### config.mk
export PLATFORM = sky130hd
export DESIGN_NAME = aes_round_ctrl_flat
export DESIGN_NICKNAME = d
export VERILOG_FILES = /design/src/rtl/aes_pkg.sv /design/src/rtl/aes_round_ctrl_if.sv /design/src/rtl/aes_strobe_dec.sv /design/src/rtl/aes_round_ctrl.sv /design/src/flat_wrapper.sv
export SDC_FILE = /design/constraint.sdc
export NUM_CORES = 1
export LEC_CHECK = 0
export ABC_AREA = 1
export BUFFER_PORTS_ARGS = -buffer_cell sky130_fd_sc_hd__buf_2
export CAP_MARGIN = 5
export CORE_AREA = 2 2 39 41
export DETAILED_ROUTE_END_ITERATION = 8
export DIE_AREA = 0 0 41 43
export PLACE_DENSITY = 0.54
export SYNTH_ARGS = -nofsm -noshare
export SYNTH_HDL_FRONTEND = slang
export SYNTH_SLANG_ARGS = --single-unit
### constraint.sdc
create_clock -name clk -period 1.5 [get_ports clk]
set_clock_uncertainty 0.1 [all_clocks]
set_input_delay 0.3 -clock clk [delete_from_list [all_inputs] [get_ports clk]]
set_output_delay 0.3 -clock clk [all_outputs]
set_load 0.05 [all_outputs]
### src/rtl/aes_pkg.sv
// Shared types and constants for the iterative AES-128 round controller.
package aes_pkg;

  localparam int unsigned AES_NUM_ROUNDS = 10;
  localparam int unsigned AES_CNT_W      = 4;
  localparam int unsigned AES_LAST_CNT   = AES_NUM_ROUNDS + 1;

  typedef enum logic [1:0] {
    IDLE = 2'd0,
    RUN  = 2'd1,
    DONE = 2'd2
  } aes_ctrl_state_e;

endpackage

### src/rtl/aes_round_ctrl_if.sv
// Block-in / ciphertext-out valid/ready handshake bundle for aes_round_ctrl.
interface aes_round_ctrl_if;

  logic in_valid;
  logic in_ready;
  logic out_valid;
  logic out_ready;

  modport master (
    output in_valid,
    output out_ready,
    input  in_ready,
    input  out_valid
  );

  modport slave (
    input  in_valid,
    input  out_ready,
    output in_ready,
    output out_valid
  );

endinterface

### src/rtl/aes_strobe_dec.sv
// Combinational decode of controller state and round index into datapath strobes.
module aes_strobe_dec
  import aes_pkg::*;
#(
  parameter int unsigned NUM_ROUNDS = AES_NUM_ROUNDS,
  parameter int unsigned CNT_W      = AES_CNT_W
) (
  input  aes_ctrl_state_e  state,
  input  logic [CNT_W-1:0] round_idx,
  output logic             state_we,
  output logic             sel_init,
  output logic             skip_mix
);

  localparam logic [CNT_W-1:0] LAST_RND = CNT_W'(NUM_ROUNDS);

  logic run;
  assign run = (state == RUN);

  always_comb begin
    state_we = run && (round_idx <= LAST_RND);
    sel_init = run && (round_idx == '0);
    skip_mix = run && (round_idx == LAST_RND);
  end

endmodule

### src/rtl/aes_round_ctrl.sv
// Control FSM for the iterative AES-128 encrypt datapath.
// Optional completion-consistency checker enabled by defining AES_CTRL_CHK_EN.
module aes_round_ctrl
  import aes_pkg::*;
#(
  parameter int unsigned NUM_ROUNDS = AES_NUM_ROUNDS,
  parameter int unsigned CNT_W      = AES_CNT_W
) (
  input  logic             clk,
  input  logic             n_rst,
  aes_round_ctrl_if.slave  hs,
  input  logic             is_round_completed,
  output logic             round_count_en,
  output logic [CNT_W-1:0] round_idx,
  output logic             state_we,
  output logic             sel_init,
  output logic             skip_mix,
  output logic             busy
`ifdef AES_CTRL_CHK_EN
  ,
  output logic             chk_err
`endif
);

  aes_ctrl_state_e state;

  always_ff @(posedge clk or negedge n_rst) begin
    if (!n_rst) begin
      state <= IDLE;
    end else begin
      case (state)
        IDLE:    if (hs.in_valid)         state <= RUN;
        RUN:     if (is_round_completed)  state <= DONE;
        DONE:    if (hs.out_ready)        state <= IDLE;
        default:                          state <= IDLE;
      endcase
    end
  end

  // Enable is decoded from the reset-cleared state so it falls with n_rst, clearing the counter.
  assign round_count_en = (state == RUN) && !is_round_completed;

  // round_idx shadows the external counter: same increment/clear rule, same reset value.
  always_ff @(posedge clk or negedge n_rst) begin
    if (!n_rst) begin
      round_idx <= '0;
    end else if (round_count_en) begin
      round_idx <= round_idx + CNT_W'(1);
    end else begin
      round_idx <= '0;
    end
  end

  assign hs.in_ready  = (state == IDLE);
  assign hs.out_valid = (state == DONE);
  assign busy         = (state != IDLE);

  aes_strobe_dec #(
    .NUM_ROUNDS (NUM_ROUNDS),
    .CNT_W      (CNT_W)
  ) u_strobe_dec (
    .state     (state),
    .round_idx (round_idx),
    .state_we  (state_we),
    .sel_init  (sel_init),
    .skip_mix  (skip_mix)
  );

`ifdef AES_CTRL_CHK_EN
  localparam logic [CNT_W-1:0] LAST_IDX = CNT_W'(NUM_ROUNDS + 1);

  logic cmp_q;

  always_ff @(posedge clk or negedge n_rst) begin
    if (!n_rst) begin
      cmp_q   <= 1'b0;
      chk_err <= 1'b0;
    end else begin
      cmp_q <= is_round_completed;
      if (((state == RUN) && is_round_completed && !cmp_q && (round_idx != LAST_IDX)) ||
          ((round_idx == LAST_IDX) && !is_round_completed)) begin
        chk_err <= 1'b1;
      end
    end
  end
`endif

endmodule

### src/flat_wrapper.sv
// flat-port wrapper written by rule: the top's interface ports become plain ports
module aes_round_ctrl_flat import aes_pkg::*;
#(
  parameter int unsigned NUM_ROUNDS = AES_NUM_ROUNDS,
  parameter int unsigned CNT_W      = AES_CNT_W
)
  (clk, n_rst, is_round_completed, round_count_en, round_idx, state_we, sel_init, skip_mix, busy, hs_in_valid, hs_out_ready, hs_in_ready, hs_out_valid);
  aes_round_ctrl_if hs_i ();
  input  logic clk;
  input  logic n_rst;
  input  logic is_round_completed;
  output logic round_count_en;
  output logic [CNT_W-1:0] round_idx;
  output logic state_we;
  output logic sel_init;
  output logic skip_mix;
  output logic busy;
  input wire logic [$bits(hs_i.in_valid)-1:0] hs_in_valid;
  input wire logic [$bits(hs_i.out_ready)-1:0] hs_out_ready;
  output wire logic [$bits(hs_i.in_ready)-1:0] hs_in_ready;
  output wire logic [$bits(hs_i.out_valid)-1:0] hs_out_valid;
  assign hs_i.in_valid = hs_in_valid;
  assign hs_i.out_ready = hs_out_ready;
  assign hs_in_ready = hs_i.in_ready;
  assign hs_out_valid = hs_i.out_valid;
  aes_round_ctrl #(.NUM_ROUNDS(NUM_ROUNDS), .CNT_W(CNT_W)) u_core (.clk(clk), .n_rst(n_rst), .hs(hs_i), .is_round_completed(is_round_completed), .round_count_en(round_count_en), .round_idx(round_idx), .state_we(state_we), .sel_init(sel_init), .skip_mix(skip_mix), .busy(busy));
endmodule
# == Word level (Yosys, flattened, before mapping) ==
# Index checks and enable logic that the tools add are counted.
# totals
ram_bits,0
register_bits,6
wordCells,24
memories,0
rom_bits,0
latch_bits,0
inputBits,5
out_inout_bits,11
# op_classes
bitwise_logic,0
magnitude_cmp,1
div,0
n_shift,0
mul,0
add_sub_neg,1
mux,5
n_reduce_logical,9
n_eq_ne,6
# ops
operator,n
$mux W2,3
$ne A2 B2 Y1 const B,3
$pmux W2 S3,1
$add A4 B1 Y4 const B,1
$eq A4 B4 Y1 const B,1
$le A4 B4 Y1 const B,1
$logic_and A1 B1 Y1,4
$logic_not A4 Y1,1
$mux W4,1
$reduce_and A3 Y1,1
$eq A2 B1 Y1 const B,1
$eq A2 B2 Y1 const B,1
$logic_not A2 Y1,1
$reduce_bool A2 Y1,1
$logic_not A1 Y1,1

# == Logic depth before layout (Yosys ltp) ==
# logic_depth
word_depth,3
depth_mapped,6
ltp_nobuf,6

# == By module ==
# From an unflattened synthesis, not the netlist that was laid out.
# unflattened
hier_cells,43
area_unflattened_um2,321.6
# modules_own_cells
mod,area_per_inst_um2,cells_per_inst,n_inst,seq_area_each_um2
aes_round_ctrl,271.5,31,1,150.1
aes_strobe_dec,50.0,12,1,0.0

# == Least setup slack after synthesis ==
# OpenSTA, ideal clock, no wires.
# synth_timing
path_type,reg2out
start,register u_core.round_idx[1]
end,output state_we
setup_slack_ps,-728
stages_incl_launch_ff,6
path_buffers,0
arrival_ps,1828
required_time_ps,1100
cell_sequence,dfrtp_1 ha_1 inv_1 nand2_1 nand2_1 a21oi_1
# synth_between
elab_chain_cells,2
# synth_rtl
item,line_no,text
"start, declared",aes_round_ctrl.sv:14,"output logic [CNT_W-1:0] round_idx,"
"start signal, assigned",aes_round_ctrl.sv:48,round_idx <= round_idx + CNT_W'(1);
$le A4 B4 Y1,aes_strobe_dec.sv:21,state_we = run && (round_idx <= LAST_RND);
$logic_and A1 B1 Y1,aes_strobe_dec.sv:21,
"end, declared",flat_wrapper.sv:14,output logic state_we;
# Every way passes these cells.

# == Worst setup path in the final report ==
# layout_timing
start,register u_core.round_idx[0]
end,output state_we
# Same word-level chain as after synthesis.

==> metrics <==
final std cells w/o fill 85; worst-path fanout max 2; period utilization 111%; CP delay by family, top flip-flops; max_cap viols 0; post-layout instance area 633 µm²; multi-input logic area 221 µm²; worst skew pair latency 0.24 ns; initial DRC count 1; crit-path cells inv_2, ha_4, inv_2, nand2_2, nand2_2, a21oi_4, buf_6; NumNets Final 78; RSZ-0062 raised after global routing yes; RR Startpoint u_core.state[0]$_DFFE_PN0P_; drt first pass iters 2; io pins 16; clk sink count 6; Rel. slew slack 83.6%; drt drc 0; Worst Hold Class primary input to flip-flop; CTS max path bufs 2; Crit path largest cell delay 0.40 ns; Placement Setup Slack -0.0457 ns; # diodes 0; Worst Setup End Kind output port; final setup vio count 4; chip width 41 µm; min-delay src hs_out_ready; Via density 4.14; worst setup path start u_core.round_idx[0]$_DFF_PN0_; CP Data Arrival Time 1.27 ns; post-route setup slack -0.165 ns; failing checks setup timing; grt ovf 0; Pwr Density 2040 nW/µm²; M1 wire length 375 µm; crit start category flip-flop; syn_nets 52; share of cells above drive strength 1 66.7%; number of global-route vias before repair 305; placed wire-length estimate 595 µm; Core ar. 1380 µm²; Placed Area 520 µm²; register area 154 µm²; Clk pin slew, worst setup/hold paths 0.05 ns; # fillers 144; Placer Congestion 0.695; Syn Area/Cell 7.99 µm²; clock root buffer clkbuf_4; Post-Place Cells 78; # H-tree levels 1; FF+latch count, synth 6; Final Max Slew Viols 0; LEAKAGE 0.318 nW; row count 14; Met2 Wirelength 365 µm; TritonCTS buffer count 3; Total Wirelength 783 µm; status complete, but fails checks; Worst-Margin Slew 0.248 ns; Mapped Cells 44; antenna violations before repair 0; total number of vias 352; Worst Setup Path Type flip-flop to output port; min Tclk post-route 1.67 ns; Max Clock Freq 601 MHz; final hold vios 0; setup TNS -0.474 ns; Req. time, crit path 1.10 ns; crit path buf inv count 3; Top Layer Used met4; Yosys cell types 13; register area share after synthesis 42.7%; Starting Density 25.4%; Final ANT Viol Nets 0; Die ar. 1760 µm²; I/O Buffers 15; met3 wire length 37 µm; synth warn 0; Max VDD drop 0.00116 V; CTS tree done; Layout area overhead 80.1%; largest net degree at the start of global routing 7; die height 43 µm; GRT Overall Usage 10.2%; CP max-delay cell dfrtp_2; first-pass GRT wire length 1.20 mm; Routed wire per std cell 9.21 µm; Netlist Area Pre-Place 352 µm²
-- power by group --
group,internal (mW),switching (mW),leakage [nW],total [mW]
combinational,0.298,0.592,0.227,0.890
clock,0.101,0.0634,0.0150,0.164
sequential,0.199,0.0378,0.0759,0.237
-- timing repair --
item / in CTS / in global routing
resized for setup: 14 / 7
setup buffers: 1 / 1
hold buffers: 1 / 0
endpoints found under the hold margin: 6 / 0
pin swaps: 3 / 2
endpoints found under the setup margin: 5 / 7
-- path summary, 6_finish.rpt --
path / endpoint / slack, ns / depth (start not counted)
worst max-delay path: state_we / -0.17 / 7
worst min register to register: u_core.round_idx[0]$_DFF_PN0_ / 0.45 / 2
max in group asynchronous: u_core.round_idx[3]$_DFF_PN0_ / 0.83 / 2
worst min-delay path: u_core.state[1]$_DFFE_PN0P_ / 0.15 / 2
min in group asynchronous: u_core.round_idx[2]$_DFF_PN0_ / 0.31 / 2
worst max register to register: u_core.state[0]$_DFFE_PN0P_ / 0.26 / 6
-- synthesized netlist by cell type (all sizes together) --
| cell type | count | area (µm²) |
|---|---|---|
| a21oi | 1 | 5.00 |
| dfrtp | 6 | 150 |
| ha | 3 | 37.5 |
| inv | 11 | 41.3 |
| nand2 | 9 | 36.3 |
| nand3 | 4 | 20.0 |
| nor2 | 8 | 47.5 |
| o21ai | 1 | 5.00 |
| xnor2 | 1 | 8.76 |
-- flip-flops by register name, indices dropped and copies added, names as in the netlist --
| name | count |
|---|---|
| u_core.state | 2 |
| u_core.round_idx | 4 |
-- placed cells by master (no fill, tap or decap), types with 2 or more instances in the layout --
master / n
inv_2: 5
dfrtp_2: 3
nand2_4: 2
clkbuf_4: 3
nor2_2: 4
ha_1: 2
nand2_2: 2
buf_2: 8
buf_4: 6
dfrtp_1: 3
inv_1: 5
nand3_1: 3
buf_6: 5
nand2_1: 5
nor2_4: 3
-- kinds of logic (layout without fill, tap and decap cells) --
kind of cell	count (synthesis)	after routing	synth area share (%)
xor+xnor	1	1	2.49
compound gates	2	2	2.84
fa+ha+maj	3	3	10.7
buf+inv	11	36	11.7
flops	6	6	42.7
simple gates	21	21	29.5
-- worst reg2reg max path, delay by kind of cell (launching register included) --
kind / cells / cell delay (ns)
buffers and inverters: 3 / 0.35
AND/OR/NAND/NOR: 3 / 0.27
flip-flops: 1 / 0.42
-- final cells by class --
class	count	area share [%]
clock buffers	4	4.15
inverters	11	7.11
multi-input cells	27	35.0
flip-flops and latches	6	24.3
well taps	16	3.16
repair buffers	21	26.3
-- routing by layer --
layer	GRT usage, %	vias up
met1	14.2	161
met5	0	-
met3	1.57	2
met2	13.4	8
met4	8.00	0
li1	-	181
-- through the flow --
stage	utilization (%)	power [mW]	hold slack, ns
floorplan	-	0.815	-0.0956
detailed placement	37.6	0.959	0.0363
CTS	43.9	1.24	0.155
global placement	37.6	0.956	0.0353
finish	45.8	1.29	0.154
global route	45.8	1.36	0.184
Power figures use the tool's default switching activity.
